### config.mk
export PLATFORM = sky130hd
export DESIGN_NAME = sr_latch_ctrl
export DESIGN_NICKNAME = d
export VERILOG_FILES = /design/src/rtl/sr_ctrl_pkg.sv /design/src/rtl/sr_rr_arb.sv /design/src/rtl/sr_latch_ctrl.sv
export SDC_FILE = /design/constraint.sdc
export NUM_CORES = 1
export LEC_CHECK = 0
export CORE_ASPECT_RATIO = 1.1
export CORE_UTILIZATION = 38
export DETAILED_ROUTE_END_ITERATION = 12
export PLACE_DENSITY = 0.59
export RECOVER_POWER = 100
export SYNTH_ARGS = -nofsm -noshare
export SYNTH_HDL_FRONTEND = slang
export SYNTH_SLANG_ARGS = --single-unit
export TNS_END_PERCENT = 100
### constraint.sdc
create_clock -name clk -period 4.1 [get_ports clk]
set_clock_uncertainty 0.2 [all_clocks]
set_input_delay 0.82 -clock clk [delete_from_list [all_inputs] [get_ports clk]]
set_output_delay 0.82 -clock clk [all_outputs]
set_load 0.01 [all_outputs]
### src/rtl/sr_ctrl_pkg.sv
// Shared types and defaults for the SR latch controller slice.
package sr_ctrl_pkg;

  typedef enum logic [1:0] {
    IDLE,
    PULSE,
    GAP,
    DONE
  } state_t;

  typedef enum logic {
    OP_SET,
    OP_CLR
  } op_t;

  localparam int unsigned DEF_PULSE_W = 2;
  localparam int unsigned DEF_GAP_W   = 3;

  function automatic int unsigned max2(input int unsigned a, input int unsigned b);
    return (a > b) ? a : b;
  endfunction

endpackage

### src/rtl/sr_rr_arb.sv
// Combinational round-robin picker: first pending index at or after ptr, with wrap.
module sr_rr_arb #(
  parameter int unsigned N_REQ = 4
) (
  input  logic [N_REQ-1:0]         pend,
  input  logic [$clog2(N_REQ)-1:0] ptr,
  output logic [$clog2(N_REQ)-1:0] winner,
  output logic                     valid
);

  localparam int unsigned IW = $clog2(N_REQ);

  always_comb begin
    winner = '0;
    valid  = 1'b0;
    for (int unsigned i = 0; i < N_REQ; i++) begin
      int unsigned idx;
      idx = (i + 32'(ptr)) % N_REQ;
      if (!valid && pend[IW'(idx)]) begin
        valid  = 1'b1;
        winner = IW'(idx);
      end
    end
  end

endmodule

### src/rtl/sr_latch_ctrl.sv
// Arbitrates set/clear requests onto one shared NOR SR latch with registered,
// non-overlapping s/r pulses and synchronized verification of the latch state.
module sr_latch_ctrl
  import sr_ctrl_pkg::*;
#(
  parameter int unsigned N_REQ   = 4,
  parameter int unsigned PULSE_W = DEF_PULSE_W,
  parameter int unsigned GAP_W   = DEF_GAP_W
) (
  input  logic                     clk,
  input  logic                     rst_n,
  input  logic [N_REQ-1:0]         req_set,
  input  logic [N_REQ-1:0]         req_clr,
  input  logic                     q_fb,
  output logic                     s,
  output logic                     r,
  output logic [N_REQ-1:0]         ack,
  output logic [$clog2(N_REQ)-1:0] grant_id,
  output logic                     busy,
  output logic                     err
);

  localparam int unsigned IW = $clog2(N_REQ);
  localparam int unsigned CW = $clog2(max2(PULSE_W, GAP_W) + 1);

  state_t          state;
  op_t             op;
  op_t             nxt_op;
  logic [CW-1:0]   cnt;
  logic [IW-1:0]   ptr;
  logic [IW-1:0]   win;
  logic            win_valid;
  logic            q_meta;
  logic            q_sync;
  logic [N_REQ-1:0] pend;

  assign pend   = req_set | req_clr;
  assign nxt_op = req_clr[win] ? OP_CLR : OP_SET;

  sr_rr_arb #(
    .N_REQ(N_REQ)
  ) u_arb (
    .pend  (pend),
    .ptr   (ptr),
    .winner(win),
    .valid (win_valid)
  );

  always_ff @(posedge clk or negedge rst_n) begin
    if (!rst_n) begin
      state    <= IDLE;
      op       <= OP_SET;
      cnt      <= '0;
      ptr      <= '0;
      q_meta   <= 1'b0;
      q_sync   <= 1'b0;
      s        <= 1'b0;
      r        <= 1'b0;
      ack      <= '0;
      grant_id <= '0;
      busy     <= 1'b0;
      err      <= 1'b0;
    end else begin
      q_meta <= q_fb;
      q_sync <= q_meta;
      ack    <= '0;
      case (state)
        IDLE: begin
          if (win_valid) begin
            grant_id <= win;
            op       <= nxt_op;
            ptr      <= (win == IW'(N_REQ - 1)) ? '0 : win + 1'b1;
            busy     <= 1'b1;
            // Latch already in the target state: acknowledge without pulsing.
            if (q_sync == (nxt_op == OP_SET)) begin
              state <= DONE;
              ack   <= N_REQ'(1) << win;
            end else begin
              state <= PULSE;
              s     <= (nxt_op == OP_SET);
              r     <= (nxt_op == OP_CLR);
              cnt   <= CW'(PULSE_W - 1);
            end
          end
        end
        PULSE: begin
          if (cnt == '0) begin
            state <= GAP;
            s     <= 1'b0;
            r     <= 1'b0;
            cnt   <= CW'(GAP_W - 1);
          end else begin
            cnt <= cnt - 1'b1;
          end
        end
        GAP: begin
          if (cnt == '0) begin
            if (q_sync != (op == OP_SET)) err <= 1'b1;
            state <= DONE;
            ack   <= N_REQ'(1) << grant_id;
          end else begin
            cnt <= cnt - 1'b1;
          end
        end
        DONE: begin
          state <= IDLE;
          busy  <= 1'b0;
        end
        default: state <= IDLE;
      endcase
    end
  end

endmodule

# Yosys cells after proc, flatten, opt, wreduce, memory -nomap -nowiden
# Index checks and enable logic that the tools add are counted.
totals:
  ff_bits: 19
  input_bits: 11
op_classes:
  n_reduce_logical: 17
  n_bitwise: 3
  n_lt_le_gt_ge: 5
  n_eq_ne: 11
  add_sub_neg: 5
  shift: 2
  n_mux: 43
op_table:
  columns: ["operator", "count"]
  rows:
  - ["$mux W2", 13]
  - ["$mux W1", 16]
  - ["$lt A2 B3 Y1 const B", 5]
  - ["$mux W4", 3]
  - ["$bmux W1 S2", 5]
  - ["$ne A2 B2 Y1 const B", 4]
  - ["$pmux W2 S4", 1]
  - ["$pmux W4 S2", 1]
  - ["$reduce_and A4 Y1", 2]
  - ["$shl A1 B2 Y4 const A", 2]
  - ["$eq A2 B2 Y1 const B", 3]
  - ["$pmux W1 S2", 3]
  - ["$pmux W2 S3", 1]
  - ["$reduce_and A3 Y1", 2]
  - ["$add A2 B2 Y2 const A", 2]
  - ["$logic_not A2 Y1", 2]
  - ["$or A4 B4 Y4", 1]
  - ["$reduce_and A2 Y1", 2]
  - ["$reduce_bool A2 Y1", 2]
  - ["$logic_and A1 B1 Y1", 3]
  - ["$logic_not A1 Y1", 3]
  - ["$reduce_bool A3 Y1", 1]
  - ["$add A1 B2 Y2 const A", 1]
  - ["$add A2 B1 Y2 const B", 1]
  - ["6 further kinds", 7]

# Longest topological paths before layout
depth:
  word_depth: 21
  ltp_mapped: 8
  ltp_nobuf: 8

# By module
# From an unflattened synthesis, not the netlist that was laid out.
hier_totals:
  cells_unflattened: 114
  hier_area_um2: 1169.9
by_module_without_submodules:
  columns: ["mod", "seq_area_each_um2", "area_each_um2", "instances", "cells_each"]
  rows:
  - ["sr_latch_ctrl", 475.5, 1092.3, 1, 99]
  - ["sr_rr_arb", 0.0, 77.6, 1, 15]

# Worst setup path before layout
# OpenSTA, ideal clock, no wires.
synth_path:
  path_type: "input -> register"
  start: "in req_set[1]"
  end: "reg cnt[0]"
  cell_stages: 8
  setup_time_ps: 128
  path_buffers: 0
  t_arrival_ps: 2524
  required_time_ps: 3772
  slack_ps: 1248
  cell_sequence: "or2_1 or3_4 and3_4 clkinv_2 a22oi_1 mux2_4 o211ai_2 mux2_1"
synth_via:
  elab_chain_len: 20
  word_cells_on_any_way: 31
synth_rtl:
  columns: ["item", "line", "source"]
  rows:
  - ["start, declared", "sr_latch_ctrl.sv:12", "input logic [N_REQ-1:0] req_set,"]
  - ["$or A4 B4 Y4 (*)", "sr_latch_ctrl.sv:37", "assign pend = req_set | req_clr;"]
  - ["$bmux W1 S2", "sr_rr_arb.sv:19", "if (!valid && pend[IW'(idx)]) begin"]
  - ["$mux W1 (not written as such)", "sr_rr_arb.sv:19", null]
  - ["$mux W1", "sr_rr_arb.sv:19", null]
  - ["$logic_not A1 Y1", "sr_rr_arb.sv:19", null]
  - ["$logic_and A1 B1 Y1", "sr_rr_arb.sv:19", null]
  - ["$mux W1", "sr_rr_arb.sv:19", null]
  - ["$logic_not A1 Y1", "sr_rr_arb.sv:19", null]
  - ["[5 not listed]", null, null]
  - ["via u_arb.winner[0]", "sr_rr_arb.sv:7", "output logic [$clog2(N_REQ)-1:0] winner,"]
  - ["$bmux W1 S2 (*)", "sr_latch_ctrl.sv:38", "assign nxt_op = req_clr[win] ? OP_CLR : OP_SET;"]
  - ["$mux W1 (not written as such) (*)", "sr_latch_ctrl.sv:38", null]
  - ["$mux W1 (*)", "sr_latch_ctrl.sv:38", null]
  - ["$not A1 Y1 (*)", "sr_latch_ctrl.sv:75", "if (q_sync == (nxt_op == OP_SET)) begin"]
  - ["$eq A1 B1 Y1 (*)", "sr_latch_ctrl.sv:75", null]
  - ["$ne A2 B2 Y1 (no source line) (*)", null, null]
  - ["$reduce_and A4 Y1 (no source line) (*)", null, null]
  - ["end signal, assigned", "sr_latch_ctrl.sv:82", "cnt <= CW'(PULSE_W - 1);"]
  - ["end signal, assigned", "sr_latch_ctrl.sv:91", "cnt <= CW'(GAP_W - 1);"]
  - ["end signal, assigned", "sr_latch_ctrl.sv:93", "cnt <= cnt - 1'b1;"]
  - ["end, declared", "sr_latch_ctrl.sv:29", "logic [CW-1:0] cnt;"]
# The timed path passes the listed nets; every way through them passes the cells marked *. The select of a mux whose other input is x is not followed.
# A chain may end at the register's enable or synchronous reset.

# Worst setup path in the final report
layout_path:
  start: "in req_clr[2]"
  end: "reg cnt[1]"
layout_via:
  elab_chain_len: 20
  word_cells_on_any_way: 31
layout_rtl:
  columns: ["item", "line", "source"]
  rows:
  - ["start, declared", "sr_latch_ctrl.sv:13", "input logic [N_REQ-1:0] req_clr,"]
  - ["$or A4 B4 Y4 (*)", "sr_latch_ctrl.sv:37", null]
  - ["$bmux W1 S2", "sr_rr_arb.sv:19", null]
  - ["$mux W1 (not written as such)", "sr_rr_arb.sv:19", null]
  - ["$mux W1", "sr_rr_arb.sv:19", null]
  - ["$logic_not A1 Y1", "sr_rr_arb.sv:19", null]
  - ["$logic_and A1 B1 Y1", "sr_rr_arb.sv:19", null]
  - ["$mux W1", "sr_rr_arb.sv:19", null]
  - ["$logic_not A1 Y1", "sr_rr_arb.sv:19", null]
  - ["[5 not listed]", null, null]
  - ["via u_arb.winner[0]", "sr_rr_arb.sv:7", null]
  - ["$bmux W1 S2 (*)", "sr_latch_ctrl.sv:38", null]
  - ["$mux W1 (not written as such) (*)", "sr_latch_ctrl.sv:38", null]
  - ["$mux W1 (*)", "sr_latch_ctrl.sv:38", null]
  - ["$not A1 Y1 (*)", "sr_latch_ctrl.sv:75", null]
  - ["$eq A1 B1 Y1 (*)", "sr_latch_ctrl.sv:75", null]
  - ["$ne A2 B2 Y1 (no source line) (*)", null, null]
  - ["$reduce_and A4 Y1 (no source line) (*)", null, null]
# Marks and branches as above.

==> impl_metrics.json <==
{
  "syn2layout_area_growth_pct": 21.8,
  "cts_buffer_depth": 2,
  "netlist_area_mm2": 0.00115,
  "die_h_um": 59.8,
  "cts_max_level": 1,
  "ios": 21,
  "start_kind": "input port",
  "grt_max_degree": 20,
  "vdd_drop_max_mv": 0.357,
  "synth_most_common_cell": "dfrtp_1",
  "routed_wl_um": 2440,
  "cts_tree": "yes",
  "synth.top_cell.area_share_pct": 41.2,
  "r2r_setup_slack_ns": 1.36,
  "die_area_mm2": 0.00326,
  "grt_pass1_wl_um": 4100,
  "path_clk_slew_ns": 0.11,
  "yosysUniqueCellTypes": 38,
  "fin_crit_sh_pct": 84.2,
  "nFillCells": 279,
  "clock.fmax_ghz": 0.290,
  "critical-path-max-stage-delay_ns": 0.55,
  "ctsResizeCount": 0,
  "hp-class": "reg2reg",
  "worst_pin_slew_ns": 0.841,
  "r2r_cells": 7,
  "cp_max_fo": 6,
  "vias": 992,
  "remaining_drc_errors": 0,
  "cp_common_cell": "mux2_1",
  "initial_utilization_pct": 40.8,
  "period_needed_ns": 3.45,
  "yosys.area.top_type": "dfrtp_1",
  "grt_pass1_vias": 942,
  "die_w_um": 54.6,
  "yosys_warnings": 0,
  "clock_latency_ns": 0.30,
  "place_congestion": 0.835,
  "hold_end": "q_sync",
  "first_iter_violations": 33,
  "ys_top_cells_by_area": "dfrtp_1 41%, ha_1 12%, nand2_1 4.9%",
  "r2r_end": "cnt[1]",
  "power.total_uw": 966,
  "antenna_cells": 0,
  "powerDensity_mw_per_mm2": 687,
  "placed_cells": 175,
  "synth.top_cells.by_count": "19 x dfrtp_1, 15 x nand2_1, 13 x nor2_1, 11 x ha_1, 10 x inv_1",
  "ys_seq_area_share_pct": 41.2,
  "cts_hold_buf": 0,
  "cp_cell_sequence": "dlygate4sd3_1 -> nor2_1 -> a211o_1 -> and3_1 -> clkinvlp_2 -> a22oi_1 -> mux2_1 -> o211ai_1 -> mux2_1",
  "finalNonFillerCells": 179,
  "tns_ns": 0,
  "min_from": "q_meta",
  "post-cts-setup-buffers": 0,
  "hold_viol": 0,
  "wl_per_cell_um": 13.6,
  "critical_path.slowest_cell": "dlygate4sd3_1",
  "antenna_found_initial": 0,
  "viasPerCell": 5.54,
  "synth_seq_cells": 19,
  "synthFlopType": "dfrtp_1",
  "max_cap_viol_count": 0,
  "syn_inst": 123,
  "nNetsFinal": 169,
  "core_area_mm2": 0.00283,
  "grt_use_met3_pct": 2.54,
  "grt_busiest_layer": "met2",
  "finalSetupViolCount": 0,
  "synth_edf_count": 0,
  "max_slew_margin_pct": 43.8,
  "post-dp-hpwl_um": 1910,
  "grtUsageMet2_pct": 28.0,
  "async_flop_share_pct": 100,
  "drv_slew": 0,
  "grt-ovfl-total": 0,
  "met1_usage_pct": 22.3,
  "drive_above_1_share_pct": 4.79,
  "syn_avg_cell_area_um2": 9.39,
  "numPortBuffers": 20,
  "firstDrtPassIters": 5,
  "cts_inserted_buffers": 3,
  "r2r_start": "ptr[1]",
  "grt_use_total_pct": 17.3,
  "status": "finished, final reports clean",
  "clock-sinks": 19,
  "path_class": "in2reg",
  "holdPathStages": 0,
  "arrival_ns": 3.44,
  "synth_fp_nets": 145,
  "rsz0062_at_grt": "false",
  "rows": 20,
  "cp-end-kind": "flip-flop",
  "critPathRequiredTime_ns": 4.09,
  "p_leak_nw": 0.637,
  "ant_nets": 0,
  "root_buffer": "clkbuf_4"
}
metal layers:
| layer | wire length (µm) | vias to the layer above |
|---|---|---|
| li1 | - | 485 |
| met1 | 1180 | 481 |
| met2 | 1150 | 20 |
| met3 | 62 | 6 |
| met4 | 44 | 0 |
| met5 | 0 | - |
power breakdown:
part	switching [mW]	internal, mW
combinational	0.308	0.240
sequential	0.0586	0.262
clock	0.0603	0.0363
cell families (layout without fill, tap and decap cells):
| group | after synthesis | count (layout) | share of synthesized area, % |
|---|---|---|---|
| and+or+nand+nor | 41 | 41 | 16.9 |
| AOI/OAI and AO/OA | 35 | 35 | 21.2 |
| DFF | 19 | 19 | 41.2 |
| muxes | 3 | 3 | 3.25 |
| adders and majority gates | 11 | 11 | 11.9 |
| buffers and inverters | 12 | 35 | 4.01 |
| xor gates and xnor gates | 2 | 2 | 1.52 |
metrics by stage:
stage                     instance area, µm²  hold slack (ns)  utilization, %  setup WS (ns)
after floorplan                         1150            0.131               -           1.25
after global placement                  1390            0.134            49.2          0.698
after detailed placement                1390            0.135            49.2          0.661
after CTS                               1420            0.162            50.2          0.990
after global routing                    1410            0.167            49.7          0.448
final                                   1410            0.161            49.7          0.649
registers in the layout, summed over array words and instances, names as in the netlist:
signal and flops:
ptr 2, q_sync 1, err 1, cnt 2
state 2, grant_id 2, q_meta 1, ack 4
r 1, s 1, busy 1, op 1
how the worst max path moves through the flow:
stage	start	end	slack, ns
floorplan	req_set[1]	cnt[0]	1.25
detailed placement	req_clr[1]	cnt[1]	0.66
finish	req_clr[2]	cnt[1]	0.65
global placement	req_clr[1]	cnt[0]	0.70
CTS	req_clr[1]	cnt[1]	0.99
global route	req_clr[2]	cnt[1]	0.45
critical path, delay by kind of cell:
kind | cells | cell delay, ns
AOI/OAI and AO/OA | 3 | 0.69
buffers and inverters | 2 | 0.74
muxes | 2 | 0.64
and+or+nand+nor | 2 | 0.55
final cells by class:
type | instances | area [µm²] | area share, %
clock buffers | 3 | 22.5 | 1.60
clock inverters | 1 | 5.00 | 0.356
inverters | 11 | 42.5 | 3.02
multi-input cells | 92 | 619 | 44.0
flip-flops and latches | 19 | 475 | 33.8
well taps | 33 | 41.3 | 2.94
repair buffers | 20 | 200 | 14.2
cell usage in the layout (no fill, tap or decap), drive strengths merged, types with 2 or more instances in the layout:
master          n
nor3            3
ha             11
mux2            3
nand2          15
clkbuf          3
dfrtp          19
o211ai          3
o21ai           8
nor2           13
a21oi           4
xor2            2
inv            10
clkdlybuf4s50   7
o22ai           2
o21bai          3
a22oi           2
a31oi           3
dlygate4sd3    13
o32ai           2
(Power assumes the default switching activity.)
